[src/rtl/control_unit_mc_pkg.sv]
// Shared types, opcodes and decode helpers for the multicycle ALU control unit.
package control_unit_mc_pkg;

  localparam int unsigned OP_W  = 4;
  localparam int unsigned OPC_W = 7;
  localparam int unsigned F7_W  = 7;
  localparam int unsigned F3_W  = 3;

  // Sequencer states
  typedef enum logic [2:0] {
    ST_IDLE   = 3'd0,
    ST_DECODE = 3'd1,
    ST_ISSUE  = 3'd2,
    ST_WAIT   = 3'd3,
    ST_WB     = 3'd4
  } state_e;

  // ALU/MDU operation codes
  localparam logic [OP_W-1:0] OP_ADD  = 4'b0001;
  localparam logic [OP_W-1:0] OP_SUB  = 4'b0010;
  localparam logic [OP_W-1:0] OP_SLL  = 4'b0011;
  localparam logic [OP_W-1:0] OP_SLT  = 4'b0100;
  localparam logic [OP_W-1:0] OP_SLTU = 4'b0101;
  localparam logic [OP_W-1:0] OP_XOR  = 4'b0110;
  localparam logic [OP_W-1:0] OP_SRL  = 4'b0111;
  localparam logic [OP_W-1:0] OP_SRA  = 4'b1000;
  localparam logic [OP_W-1:0] OP_OR   = 4'b1001;
  localparam logic [OP_W-1:0] OP_AND  = 4'b1010;
  localparam logic [OP_W-1:0] OP_MUL  = 4'b1011;
  localparam logic [OP_W-1:0] OP_DIV  = 4'b1100;

  localparam logic [OPC_W-1:0] R_OPCODE = 7'b0110011;
  localparam logic [F7_W-1:0]  F7_BASE  = 7'b0000000;
  localparam logic [F7_W-1:0]  F7_ALT   = 7'b0100000;
  localparam logic [F7_W-1:0]  F7_MD    = 7'b0000001;

  // Decoder result
  typedef struct packed {
    logic [OP_W-1:0] code;
    logic            mc;
    logic            illegal;
  } dec_t;

  // Base R-type map for funct7 == 0
  function automatic logic [OP_W-1:0] base_code(input logic [F3_W-1:0] func);
    logic [OP_W-1:0] code;
    case (func)
      3'b000:  code = OP_ADD;
      3'b001:  code = OP_SLL;
      3'b010:  code = OP_SLT;
      3'b011:  code = OP_SLTU;
      3'b100:  code = OP_XOR;
      3'b101:  code = OP_SRL;
      3'b110:  code = OP_OR;
      default: code = OP_AND;
    endcase
    return code;
  endfunction

endpackage

[src/rtl/control_unit_mc_if.sv]
// Fetch/execute handshake bundle for control_unit_mc.
interface control_unit_mc_if #(
  parameter int unsigned XLEN   = 32,
  parameter int unsigned CTRL_W = 4,
  parameter int unsigned CNT_W  = 16
);
  logic              instr_valid;
  logic              instr_ready;
  logic [XLEN-1:0]   instr;
  logic              ctrl_valid;
  logic              ctrl_ready;
  logic [CTRL_W-1:0] ctrl_sig;
  logic              ctrl_mc;
  logic              exec_done;
  logic              wb_en;
  logic              illegal_instr;
  logic              timeout_err;
  logic [CNT_W-1:0]  retire_cnt;
  logic              busy;

  // Fetch / execute side
  modport master (
    output instr_valid, instr, ctrl_ready, exec_done,
    input  instr_ready, ctrl_valid, ctrl_sig, ctrl_mc, wb_en,
           illegal_instr, timeout_err, retire_cnt, busy
  );

  // Control unit side
  modport slave (
    input  instr_valid, instr, ctrl_ready, exec_done,
    output instr_ready, ctrl_valid, ctrl_sig, ctrl_mc, wb_en,
           illegal_instr, timeout_err, retire_cnt, busy
  );
endinterface

[src/rtl/control_unit_mc_decode.sv]
// Combinational R-type decoder: instruction fields -> op code, multicycle flag, illegal flag.
module control_unit_mc_decode
  import control_unit_mc_pkg::*;
#(
  parameter bit MULDIV_EN     = 1'b1,
  parameter bit STRICT_DECODE = 1'b0
) (
  input  logic [31:0] instr,
  output dec_t        dec_c
);

  logic [OPC_W-1:0] opcode;
  logic [F3_W-1:0]  func;
  logic [F7_W-1:0]  funct7;
  logic             unused_fields;

  assign opcode        = instr[6:0];
  assign func          = instr[14:12];
  assign funct7        = instr[31:25];
  assign unused_fields = ^{instr[24:15], instr[11:7]};

  // Field decode; strict mode rejects anything outside the known R-type space
  always_comb begin
    dec_c = '0;
    if (STRICT_DECODE && (opcode != R_OPCODE)) begin
      dec_c.illegal = 1'b1;
    end else if (funct7 == F7_BASE) begin
      dec_c.code = base_code(func);
    end else if (MULDIV_EN && (funct7 == F7_MD)) begin
      dec_c.code = func[2] ? OP_DIV : OP_MUL;
      dec_c.mc   = 1'b1;
    end else if (!STRICT_DECODE) begin
      dec_c.code = (func == 3'b000) ? OP_SUB : OP_SRA;
    end else if ((funct7 == F7_ALT) && ((func == 3'b000) || (func == 3'b101))) begin
      dec_c.code = (func == 3'b000) ? OP_SUB : OP_SRA;
    end else begin
      dec_c.illegal = 1'b1;
    end
  end

endmodule

[src/rtl/control_unit_mc.sv]
// Multicycle ALU control unit: accepts R-type instrs, decodes, issues, waits on MDU, retires.
module control_unit_mc
  import control_unit_mc_pkg::*;
#(
  parameter int unsigned XLEN          = 32,
  parameter int unsigned CTRL_W        = 4,
  parameter bit          MULDIV_EN     = 1'b1,
  parameter bit          STRICT_DECODE = 1'b0,
  parameter int unsigned TIMEOUT       = 16,
  parameter int unsigned CNT_W         = 16
) (
  input logic               clk,
  input logic               rst_n,
  control_unit_mc_if.slave  bus
);

  localparam int unsigned WCNT_W = $clog2(TIMEOUT);

  state_e            state_q, state_d;
  logic [31:0]       instr_q, instr_d;
  logic [CTRL_W-1:0] ctrl_sig_q, ctrl_sig_d;
  logic              ctrl_mc_q, ctrl_mc_d;
  logic [WCNT_W-1:0] wcnt_q, wcnt_d;
  logic [CNT_W-1:0]  retire_q, retire_d;
  logic              instr_ready_q, instr_ready_d;
  logic              ctrl_valid_q, ctrl_valid_d;
  logic              busy_q, busy_d;
  logic              wb_en_q, wb_en_d;
  logic              illegal_q, illegal_d;
  logic              timeout_q, timeout_d;
  logic [XLEN-1:0]   instr_in;
  dec_t              dec_c;

  assign instr_in = bus.instr;

  control_unit_mc_decode #(
    .MULDIV_EN     (MULDIV_EN),
    .STRICT_DECODE (STRICT_DECODE)
  ) u_decode (
    .instr (instr_q),
    .dec_c (dec_c)
  );

  // Next-state, counters and registered-output values
  always_comb begin
    state_d    = state_q;
    instr_d    = instr_q;
    ctrl_sig_d = ctrl_sig_q;
    ctrl_mc_d  = ctrl_mc_q;
    wcnt_d     = wcnt_q;
    retire_d   = retire_q;
    illegal_d  = 1'b0;
    timeout_d  = 1'b0;

    unique case (state_q)
      ST_IDLE: begin
        if (bus.instr_valid) begin
          instr_d = instr_in[31:0];
          state_d = ST_DECODE;
        end
      end
      ST_DECODE: begin
        if (dec_c.illegal) begin
          illegal_d = 1'b1;
          state_d   = ST_IDLE;
        end else begin
          ctrl_sig_d = CTRL_W'(dec_c.code);
          ctrl_mc_d  = dec_c.mc;
          state_d    = ST_ISSUE;
        end
      end
      ST_ISSUE: begin
        if (bus.ctrl_ready) begin
          if (ctrl_mc_q) begin
            wcnt_d  = '0;
            state_d = ST_WAIT;
          end else begin
            state_d = ST_WB;
          end
        end
      end
      ST_WAIT: begin
        // Completion on the last counted cycle still retires
        if (bus.exec_done) begin
          state_d = ST_WB;
        end else if (wcnt_q == WCNT_W'(TIMEOUT - 1)) begin
          timeout_d = 1'b1;
          state_d   = ST_IDLE;
        end else begin
          wcnt_d = wcnt_q + WCNT_W'(1);
        end
      end
      ST_WB: begin
        state_d = ST_IDLE;
      end
      default: begin
        state_d = ST_IDLE;
      end
    endcase

    if (state_d == ST_WB) begin
      retire_d = retire_q + CNT_W'(1);
    end

    instr_ready_d = (state_d == ST_IDLE);
    ctrl_valid_d  = (state_d == ST_ISSUE);
    busy_d        = (state_d != ST_IDLE);
    wb_en_d       = (state_d == ST_WB);
  end

  // State and output registers with synchronous active-low reset
  always_ff @(posedge clk) begin
    if (!rst_n) begin
      state_q       <= ST_IDLE;
      instr_q       <= '0;
      ctrl_sig_q    <= '0;
      ctrl_mc_q     <= 1'b0;
      wcnt_q        <= '0;
      retire_q      <= '0;
      instr_ready_q <= 1'b1;
      ctrl_valid_q  <= 1'b0;
      busy_q        <= 1'b0;
      wb_en_q       <= 1'b0;
      illegal_q     <= 1'b0;
      timeout_q     <= 1'b0;
    end else begin
      state_q       <= state_d;
      instr_q       <= instr_d;
      ctrl_sig_q    <= ctrl_sig_d;
      ctrl_mc_q     <= ctrl_mc_d;
      wcnt_q        <= wcnt_d;
      retire_q      <= retire_d;
      instr_ready_q <= instr_ready_d;
      ctrl_valid_q  <= ctrl_valid_d;
      busy_q        <= busy_d;
      wb_en_q       <= wb_en_d;
      illegal_q     <= illegal_d;
      timeout_q     <= timeout_d;
    end
  end

  assign bus.instr_ready   = instr_ready_q;
  assign bus.ctrl_valid    = ctrl_valid_q;
  assign bus.ctrl_sig      = ctrl_sig_q;
  assign bus.ctrl_mc       = ctrl_mc_q;
  assign bus.wb_en         = wb_en_q;
  assign bus.illegal_instr = illegal_q;
  assign bus.timeout_err   = timeout_q;
  assign bus.retire_cnt    = retire_q;
  assign bus.busy          = busy_q;

endmodule
[src/flat_wrapper.sv]
// flat-port wrapper written by rule: the top's interface ports become plain ports
module control_unit_mc_flat import control_unit_mc_pkg::*;
#(
  parameter int unsigned XLEN          = 32,
  parameter int unsigned CTRL_W        = 4,
  parameter bit          MULDIV_EN     = 1'b1,
  parameter bit          STRICT_DECODE = 1'b0,
  parameter int unsigned TIMEOUT       = 16,
  parameter int unsigned CNT_W         = 16
)
  (clk, rst_n, bus_instr_valid, bus_instr, bus_ctrl_ready, bus_exec_done, bus_instr_ready, bus_ctrl_valid, bus_ctrl_sig, bus_ctrl_mc, bus_wb_en, bus_illegal_instr, bus_timeout_err, bus_retire_cnt, bus_busy);
  control_unit_mc_if #(.XLEN(XLEN), .CTRL_W(CTRL_W), .CNT_W(CNT_W)) bus_i ();
  input logic clk;
  input logic rst_n;
  input wire logic [$bits(bus_i.instr_valid)-1:0] bus_instr_valid;
  input wire logic [$bits(bus_i.instr)-1:0] bus_instr;
  input wire logic [$bits(bus_i.ctrl_ready)-1:0] bus_ctrl_ready;
  input wire logic [$bits(bus_i.exec_done)-1:0] bus_exec_done;
  output wire logic [$bits(bus_i.instr_ready)-1:0] bus_instr_ready;
  output wire logic [$bits(bus_i.ctrl_valid)-1:0] bus_ctrl_valid;
  output wire logic [$bits(bus_i.ctrl_sig)-1:0] bus_ctrl_sig;
  output wire logic [$bits(bus_i.ctrl_mc)-1:0] bus_ctrl_mc;
  output wire logic [$bits(bus_i.wb_en)-1:0] bus_wb_en;
  output wire logic [$bits(bus_i.illegal_instr)-1:0] bus_illegal_instr;
  output wire logic [$bits(bus_i.timeout_err)-1:0] bus_timeout_err;
  output wire logic [$bits(bus_i.retire_cnt)-1:0] bus_retire_cnt;
  output wire logic [$bits(bus_i.busy)-1:0] bus_busy;
  assign bus_i.instr_valid = bus_instr_valid;
  assign bus_i.instr = bus_instr;
  assign bus_i.ctrl_ready = bus_ctrl_ready;
  assign bus_i.exec_done = bus_exec_done;
  assign bus_instr_ready = bus_i.instr_ready;
  assign bus_ctrl_valid = bus_i.ctrl_valid;
  assign bus_ctrl_sig = bus_i.ctrl_sig;
  assign bus_ctrl_mc = bus_i.ctrl_mc;
  assign bus_wb_en = bus_i.wb_en;
  assign bus_illegal_instr = bus_i.illegal_instr;
  assign bus_timeout_err = bus_i.timeout_err;
  assign bus_retire_cnt = bus_i.retire_cnt;
  assign bus_busy = bus_i.busy;
  control_unit_mc #(.XLEN(XLEN), .CTRL_W(CTRL_W), .MULDIV_EN(MULDIV_EN), .STRICT_DECODE(STRICT_DECODE), .TIMEOUT(TIMEOUT), .CNT_W(CNT_W)) u_core (.clk(clk), .rst_n(rst_n), .bus(bus_i));
endmodule
[config.mk]
export PLATFORM = sky130hd
export DESIGN_NAME = control_unit_mc_flat
export DESIGN_NICKNAME = d
export VERILOG_FILES = /design/src/rtl/control_unit_mc_pkg.sv /design/src/rtl/control_unit_mc_if.sv /design/src/rtl/control_unit_mc_decode.sv /design/src/rtl/control_unit_mc.sv /design/src/flat_wrapper.sv
export SDC_FILE = /design/constraint.sdc
export NUM_CORES = 1
export LEC_CHECK = 0
export CORE_ASPECT_RATIO = 0.6
export CORE_UTILIZATION = 41
export CTS_CLUSTER_SIZE = 12
export DETAILED_ROUTE_END_ITERATION = 16
export GPL_TIMING_DRIVEN = 1
export PLACE_DENSITY = 0.75
export SETUP_SLACK_MARGIN = 0.4
export SYNTH_ARGS = -nofsm -noshare
export SYNTH_HDL_FRONTEND = slang
export SYNTH_SLANG_ARGS = --single-unit
[constraint.sdc]
create_clock -name clk -period 1.8 [get_ports clk]
set_input_delay 0.45 -clock clk [delete_from_list [all_inputs] [get_ports clk]]
set_output_delay 0.45 -clock clk [all_outputs]
set_load 0.02 [all_outputs]
-- Word-level counts from Yosys, hierarchy flattened
Index checks and enable logic that the tools add are counted.
- $add $sub $neg: 2
- eq/ne operators: 17
- multiplexer cells: 21
- bitwise operators: 3
- reduce and logical (&&, ||, !) cells: 11
- operator list (kind ; count):
    4-bit two-way mux ; 7
    4-bit case mux with 7 select lines ; 1
    3-bit two-way mux ; 6
    16-bit by 1-bit adder with 16-bit output (second input constant) ; 1
    3-bit by 2-bit equality test with 1-bit output (second input constant) ; 5
    3-bit equality test (second input constant) ; 4
    3-bit case mux with 4 select lines ; 1
    3-bit zero test ; 3
    4-bit case mux with 2 select lines ; 1
    7-bit by 1-bit equality test with 1-bit output (second input constant) ; 1
    7-bit zero test ; 1
    3-bit by 1-bit equality test with 1-bit output (second input constant) ; 2
    2-bit inequality test (second input constant) ; 3
    2-bit AND reduction ; 3
    5-bit AND reduction ; 1
    4-bit by 1-bit adder with 4-bit output (second input constant) ; 1
    4-bit equality test (second input constant) ; 1
    2-bit two-way mux ; 2
    1-bit two-way mux ; 3
    1-bit NOT ; 3
    3-bit nonzero test ; 1
    3-bit OR reduction ; 1
    2-bit by 1-bit inequality test with 1-bit output (second input constant) ; 1
    2-bit nonzero test ; 1
- register bits: 66
- bits of input ports: 37
- output and inout bits: 27
- logic and storage cells: 66

-- Longest topological paths before layout
- depth after elaboration: 6
- depth in mapped cells: 6
- mapped depth without buffers: 6

-- By module
From an unflattened synthesis, not the netlist that was laid out.
- cells, all modules: 321
- area total of the unflattened synthesis: 2752.6 µm²
- modules (own cells, without submodules) (module ; instances ; cells each ; area each (µm²) ; seq. area each (µm²)):
    control_unit_mc ; 1 ; 296 ; 2585.0 ; 1321.3
    control_unit_mc_decode ; 1 ; 25 ; 167.7 ; 0.0

-- Worst setup path before layout
Ideal clock, no wire load.
- path kind: input-to-reg
- start point: input port bus_ctrl_ready
- end point: register u_core.retire_q[13], in the netlist u_core.bus.retire_cnt[13]
- setup time: 0.115 ns
- arrival: 1.682 ns
- data required time: 1.685 ns
- slack: 0.004 ns
- cell stages on the path: 5
- buffers on the path: 0
- path through: or3b_4 -> a2111oi_4 -> nand4_1 -> xnor2_1 -> and2_1
- longest elaborated chain between the ends: 3
- RTL lines (what ; RTL line ; RTL):
    from (decl) ; flat_wrapper.sv:17 ; input wire logic [$bits(bus_i.ctrl_ready)-1:0] bus_ctrl_ready;
    3-bit two-way mux ; control_unit_mc.sv:73 ; if (bus.ctrl_ready) begin
    3-bit case mux with 4 select lines ; control_unit_mc.sv:55 ; unique case (state_q)
    3-bit equality test ; control_unit_mc.sv:101 ; if (state_d == ST_WB) begin
    to (signal assigned) ; control_unit_mc.sv:132 ; retire_q <= retire_d;
    to (decl) ; control_unit_mc.sv:24 ; logic [CNT_W-1:0] retire_q, retire_d;
Every way passes these cells.
A chain may end at the register's enable or synchronous reset.

-- Worst setup path in the final report
- start point: register u_core.state_q[0]
- end point: register u_core.retire_q[7], in the netlist u_core.bus.retire_cnt[7]
- longest elaborated chain between the ends: 4
- elaborated cells on any way between the ends: 10
- those cells by class: 4 x eq/ne; 5 x mux; 1 x reduce/logical
- RTL lines (what ; RTL line ; RTL):
    from (decl) ; control_unit_mc.sv:19 ; state_e state_q, state_d;
    from (signal assigned) ; control_unit_mc.sv:127 ; state_q <= state_d;
    3-bit two-way mux ; control_unit_mc.sv:86 ; end else if (wcnt_q == WCNT_W'(TIMEOUT - 1)) begin
    3-bit two-way mux ; control_unit_mc.sv:84 ; if (bus.exec_done) begin
    3-bit case mux with 4 select lines * ; control_unit_mc.sv:55 ;
    3-bit equality test * ; control_unit_mc.sv:101 ;
Mark *: on every way between the ends. The rest lies on a longest branch, timed or not.

==> flow_metrics.tcl <==
set metrics [dict create \
    status "finished clean" \
    synth_edf_count 0 \
    pin_count 64 \
    cts_sinks 43 \
    grt_start_max_net_pins 14 \
    cts_buffer_depth 2 \
    arrival_ns 1.88 \
    power_frac_comb_pct 17.5 \
    critPathLaunch "u_core.state_q[0]" \
    drt-initial-drc-count 78 \
    crit_path_start_kind "flip-flop" \
    async_reset_ff_share_pct 0 \
    core.rowCount 19 \
    synth_simple_gate_area_share_pct 28.8 \
    dieHeight_um 55.9 \
    crit_chain "or3b_4 > a2111oi_4 > nand2_1 > and2_0 > o21a_1" \
    ir_drop_v 0.000360 \
    cts_tree "done" \
    dp_cells 341 \
    wl_per_cell_um 12.7 \
    synthFlopType "dfxtp_1" \
    regArea_um2 882 \
    first_pass_iters 4 \
    synth_top_family_by_area "simple AND/OR/NAND/NOR gates" \
    critPathMaxFanout 4 \
    finalMaxSlewViolations 0 \
    pwr-share-clk_pct 30.9 \
    hp-start "u_core.instr_q[26]" \
    p_total_mw 1.97 \
    io_buffers 40 \
    p_leak_nw 1.17 \
    worst-setup-path-type "flip-flop to flip-flop" \
    vias_per_cell 5.04 \
    final_nets 340 \
    routed_wl_mm 4.64 \
    die-area_mm2 0.00513 \
    avgSynthCellArea_um2 8.59 \
    cts_max_level 2 \
    p_switching_mw 0.511 \
    muxShareOfSynthArea_pct 1.58 \
    rsz0062_at_grt "yes" \
    synth_compound_area_share_pct 16.3 \
    cp_data_required_time_ns 2.00 \
    grt_usage_pct 17.9 \
    final_cells 364 \
    yosys_warnings 0 \
    seq_area_frac_synth_pct 43.4 \
    nFillCells 390 \
    layout_common_cells "nand2_1, dfxtp_1, buf_4" \
    overflow 0 \
    synth_cell_types 41 \
    gp_congestion 0.802 \
    diodes 0 \
    slowest_stage "or3b_4" \
    fp.coreArea_mm2 0.00461 \
    netlist_area_mm2 0.00198 \
    path_clk_slew_ns 0.08 \
    syn_inst 231 \
    min_period_ns 1.68 \
    crit_family "simple AND/OR/NAND/NOR gates" \
    fin_util_pct 62.5 \
    setup_viol 0 \
    worstSetupEndpointType "flip-flop" \
    post-route-drc-count 0 \
    seqPwrFrac_pct 51.6 \
    synth_nets 270 \
    grt_pass1_vias 1588 \
    start_util_pct 43.0 \
    dp.final_hpwl_mm 3.19 \
    hold_path_class "flip-flop to flip-flop" \
    internal_power_mw 1.46 \
    cts_buffers 5 \
    vias 1834 \
    synth-adder-area-share_pct 1.26 \
    fin_crit_sh_pct 93.5 \
    crit-reg2reg-launch "u_core.state_q[0]" \
    synth_xor_area_share_pct 5.74 \
    p_per_area_mw_per_mm2 685 \
    fin_skew_ns 0.00619 \
    ant_nets 0 \
    tns_ns 0 \
    drive_gt1_share_pct 38.2 \
    grt_pass1_wl_mm 7.23 \
    critPathMaxStageDelay_ns 0.43 \
    cap_violations 0 \
    syn2layout_area_growth_pct 45.3 \
    grt_antenna_before_repair 0 \
    multiInputGateArea_mm2 0.00123 \
    p_sw_share_pct 25.9 \
    hold_viol_final 0 \
    max_freq_mhz 594 \
    cts_root_buf "clkbuf_8" \
    die_w_um 91.8 \
    synth-seq-cells 43 \
    worst-path-buf-inv 0 \
    clk_latency_ns 0.29 \
]
stage by stage:
| stage | setup WS [ns] | hold WS, ns | instance area, µm² |
|---|---|---|---|
| after floorplan | 0.0535 | 0.443 | 2010 |
| after global placement | -0.474 | 0.453 | 2580 |
| after detailed placement | -0.519 | 0.461 | 2580 |
| after CTS | 0.0608 | 0.471 | 2750 |
| after global routing | 0.0395 | 0.482 | 2880 |
| final | 0.116 | 0.463 | 2880 |
cells by family (layout without fill, tap and decap cells):
logic type               count (synthesis)  count (layout)
AO/OA/AOI/OAI                           45              45
buffers and inverters                   13              82
flip-flops                              43              43
other                                    1               1
multiplexers                             3               3
adder cells (fa/ha/maj)                  2               2
XOR/XNOR                                13              13
AND/OR/NAND/NOR                        111             112
worst paths after layout:
| kind | slack (ns) | endpoint | depth (start not counted) |
|---|---|---|---|
| setup / recovery | 0.12 | u_core.bus.retire_cnt[7] | 5 |
| hold / removal | 0.46 | u_core.instr_q[26] | 2 |
| setup reg to reg | 0.12 | u_core.bus.retire_cnt[7] | 5 |
| hold reg to reg | 0.46 | u_core.instr_q[26] | 2 |
state kept, by name, indices dropped and copies added (netlist names):
| name | cells |
|---|---|
| u_core.bus.wb_en | 1 |
| u_core.wcnt_q | 4 |
| u_core.bus.retire_cnt | 16 |
| u_core.bus.ctrl_mc | 1 |
| u_core.bus.busy | 1 |
| u_core.state_q | 3 |
| u_core.bus.instr_ready | 1 |
| u_core.bus.timeout_err | 1 |
| u_core.instr_q | 10 |
| u_core.bus.ctrl_valid | 1 |
| u_core.bus.ctrl_sig | 4 |
Yosys cell counts, types with 2 or more instances:
cell / instances / area [µm²]
dfxtp_1: 43 / 861
nand2_1: 37 / 139
nor2_1: 16 / 60.1
a21boi_0: 14 / 105
and2_1: 12 / 75.1
a21oi_1: 10 / 50.1
clkbuf_1: 9 / 33.8
o21ai_0: 9 / 45.0
xnor2_1: 9 / 78.8
nor2b_1: 8 / 50.1
nand4_1: 7 / 43.8
and3_1: 6 / 37.5
nand3_1: 6 / 30.0
or3_1: 4 / 25.0
xor2_1: 4 / 35.0
a21boi_1: 3 / 22.5
nand2b_1: 3 / 18.8
o21a_1: 3 / 22.5
and2_0: 2 / 12.5
ha_1: 2 / 25.0
inv_1: 2 / 7.51
mux2i_1: 2 / 20.0
nor3_1: 2 / 10.0
final cells by class:
type / instances / area share [%]
flip-flops and latches: 43 / 30.6
repair buffers: 73 / 20.5
multi-input cells: 176 / 42.7
clock inverters: 1 / 0.174
well taps: 63 / 2.74
clock buffers: 6 / 2.87
inverters: 2 / 0.391
worst min-delay path, cell delays in order (launching register included):
cell	delay (ns)
dfxtp_1	0.32
nand2_2	0.05
a21boi_1	0.05
power groups by stage:
stage	clock network (mW)	registers [mW]	logic (mW)
2_1_floorplan	0	1.04	0.145
3_3_place_gp	0	1.04	0.251
3_5_place_dp	0	1.04	0.257
4_1_cts	0.624	1.02	0.285
5_1_grt	0.668	1.02	0.375
6_report	0.610	1.02	0.345
per-layer routing:
| layer | vias to the layer above | part of all wire, % | track usage (%) |
|---|---|---|---|
| met2 | 38 | 43 | 27.6 |
| met3 | 4 | 4.1 | 5.33 |
| met5 | - | 0 | 0 |
| met1 | 861 | 52 | 24.6 |
| met4 | 0 | 0.60 | 4.69 |
| li1 | 931 | - | - |
timing repair:
action | CTS | global route
pin swaps | 14 | 26
hold buffers | 0 | 0
buffers inserted | 6 | 8
gates resized for setup | 111 | 61
cloned | 0 | 2
setup endpoints to repair | 56 | 56
Power figures use the tool's default switching activity.
==> RTL edit (config.mk and constraints unchanged) <==
`MULDIV_EN` is set to 1'b1 in 3 places; all go to 1'b0.
--- a/src/rtl/control_unit_mc_decode.sv
+++ b/src/rtl/control_unit_mc_decode.sv
@@ -3,5 +3,5 @@
   import control_unit_mc_pkg::*;
 #(
-  parameter bit MULDIV_EN     = 1'b1,
+  parameter bit MULDIV_EN     = 1'b0,
   parameter bit STRICT_DECODE = 1'b0
 ) (
--- a/src/rtl/control_unit_mc.sv
+++ b/src/rtl/control_unit_mc.sv
@@ -5,5 +5,5 @@
   parameter int unsigned XLEN          = 32,
   parameter int unsigned CTRL_W        = 4,
-  parameter bit          MULDIV_EN     = 1'b1,
+  parameter bit          MULDIV_EN     = 1'b0,
   parameter bit          STRICT_DECODE = 1'b0,
   parameter int unsigned TIMEOUT       = 16,
--- a/src/flat_wrapper.sv
+++ b/src/flat_wrapper.sv
@@ -4,5 +4,5 @@
   parameter int unsigned XLEN          = 32,
   parameter int unsigned CTRL_W        = 4,
-  parameter bit          MULDIV_EN     = 1'b1,
+  parameter bit          MULDIV_EN     = 1'b0,
   parameter bit          STRICT_DECODE = 1'b0,
   parameter int unsigned TIMEOUT       = 16,
Check against the original RTL: not equivalent (a bounded check fails within 4 cycles, from zero or initial values and one cycle with rst_n low).
==> RTL edit against the unedited design <==
Synthesized area is 8.0% lower. Clock skew grew 0.0036 ns. Sequential cell count shrank 1. Wire length decreased by 4.7%. Final area is 8.7% lower. Hold slack got worse by 0.0030 ns. Clock power increased by 16%. Power down 0.95%. Synthesized cell count decreased by 9.5%. Setup slack improved by 0.22 ns. Critical path type unchanged. Critical endpoint is now u_core.bus.retire_cnt[14]$_SDFFE_PN0N_. Highest routed layer unchanged.
==> RTL edit: results (changes against the unedited design) <==
stage,metric,value,unit,change
synthesis,Cell variety after synth,45,,was 41
setup_path,worst flop-to-flop path startpoint,u_core.state_q[2]$_SDFF_PN0_,,was u_core.state_q[0]$_SDFF_PN0_
global_route,vias in the first global route,1488,,"was 1,588"
synthesis,Post-synth top cells,"dfxtp_1 (42), nand2_1 (31), a21oi_1 (24), nor2_1 (14), nand3_1 (11)",,"was dfxtp_1 (43), nand2_1 (37), nor2_1 (16), a21boi_0 (14), and2_1 (12)"
placed_design,Port Buf Inserts,39,,was 40
global_route,first-pass GRT wire length,6824,um,was 7231 um
global_route,GR Util met3,5.061,%,was 5.328%
placed_design,pre-CTS worst setup slack,-0.1416,ns,was -0.5195 ns
setup_path,crit-path max FO,5,,was 4
clock_tree,Post-CTS Resized,85,,was 111
setup_path,reg2reg setup slack,0.34,ns,was 0.12 ns
setup_path,"Arr. time, crit path",1.70,ns,was 1.88 ns
setup_path,Critical Path Max Stage Delay,0.37,ns,was 0.43 ns
sta,Min Hold Slack,0.4600,ns,was 0.4630 ns
setup_path,slowest CP cell,and4b_2,,was or3b_4
placed_design,placed cell areas,0.002349,mm^2,was 0.002579 mm^2
global_route,largest net degree at the start of global routing,32,,was 14
power,Logic power comb,0.000268,W,was 0.000345 W
global_route,Total GRT Usage,19.45,%,was 17.90%
power,Worst VDD drop,0.4436,mV,was 0.3602 mV
routing,Vias,1708,,"was 1,834"
setup_path,reg2reg end,u_core.bus.retire_cnt[14]$_SDFFE_PN0N_,,was u_core.bus.retire_cnt[7]$_SDFFE_PN0N_
routing,DR vias/cell,5.129,,was 5.038
synthesis,sequential area share after synthesis,46.09,%,was 43.41%
power,Int Power,0.001443,W,was 0.001464 W
final_layout,fraction of layout cells with a size suffix above 1,38.10,%,was 38.21%
routing,DR WL/cell,13.26,um,was 12.73 um
status,status,"finished, final reports clean",,unchanged
clock_tree,post-CTS repair timing setup buffer count,12,,was 6
routing,metal2 WL,1949,um,was 2005 um
sta,clk_skew,0.009827,ns,was 0.006193 ns
final_layout,Filler cells,381,,was 390
routing,DRT iter0 DRCs,44,,was 78
routing,M1 WL,2221,um,was 2412 um
placed_design,Post-DP HPWL,2843,um,was 3186 um
synthesis,Area contributors post-synth,"dfxtp_1 (46%), a21oi_1 (6.6%), nand2_1 (6.4%), xor2_1 (3.8%), nand3_1 (3.0%)",,"was dfxtp_1 (43%), nand2_1 (7.0%), a21boi_0 (5.3%), xnor2_1 (4.0%), and2_1 (3.8%)"
sta,Tcrit/Tclk final,81.27,%,was 93.53%
final_layout,Layout Nets,311,,was 340
global_route,met1 GRT Util,25.26,%,was 24.57%
power,leak pwr,1.036,nW,was 1.174 nW
synthesis,Synth warnings,0,,unchanged
power,Seq. pwr,0.000980,W,was 0.00102 W
RTL edit: logic make-up after synthesis:
logic type	Yosys count	synth area share (%)
AOI/OAI and AO/OA	41	12.14
xor gates and xnor gates	10	4.801
adders and majority gates	3	1.920
buffers and inverters	15	4.595
DFF	42	46.09
muxes	2	1.372
other	1	0.2056
and+or+nand+nor	95	28.88
RTL edit: area by class of cell:
cell class                 instances  area (um^2)  area share [%]
clock buffer                       6        93.84           3.568
tap                               60        75.07           2.854
clock inverter                     2        13.76          0.5233
inverter                           4        16.27          0.6185
multi-input combinational        154         1030           39.15
sequential                        42        873.3           33.21
timing repair buffer              65        528.0           20.08
RTL edit: through the flow:
step	setup TNS [ns]	total power, W
2_1_floorplan	0	0.001149
3_3_place_gp	-0.4936	0.001236
3_5_place_dp	-1.192	0.001241
4_1_cts	0	0.001943
5_1_grt	0	0.002028
6_report	0	0.001956
RTL edit: worst min-delay path, stage by stage, from the launching register on:
cell	delay (ns)
dfxtp_1	0.32
nand2_1	0.05
a21oi_1	0.05
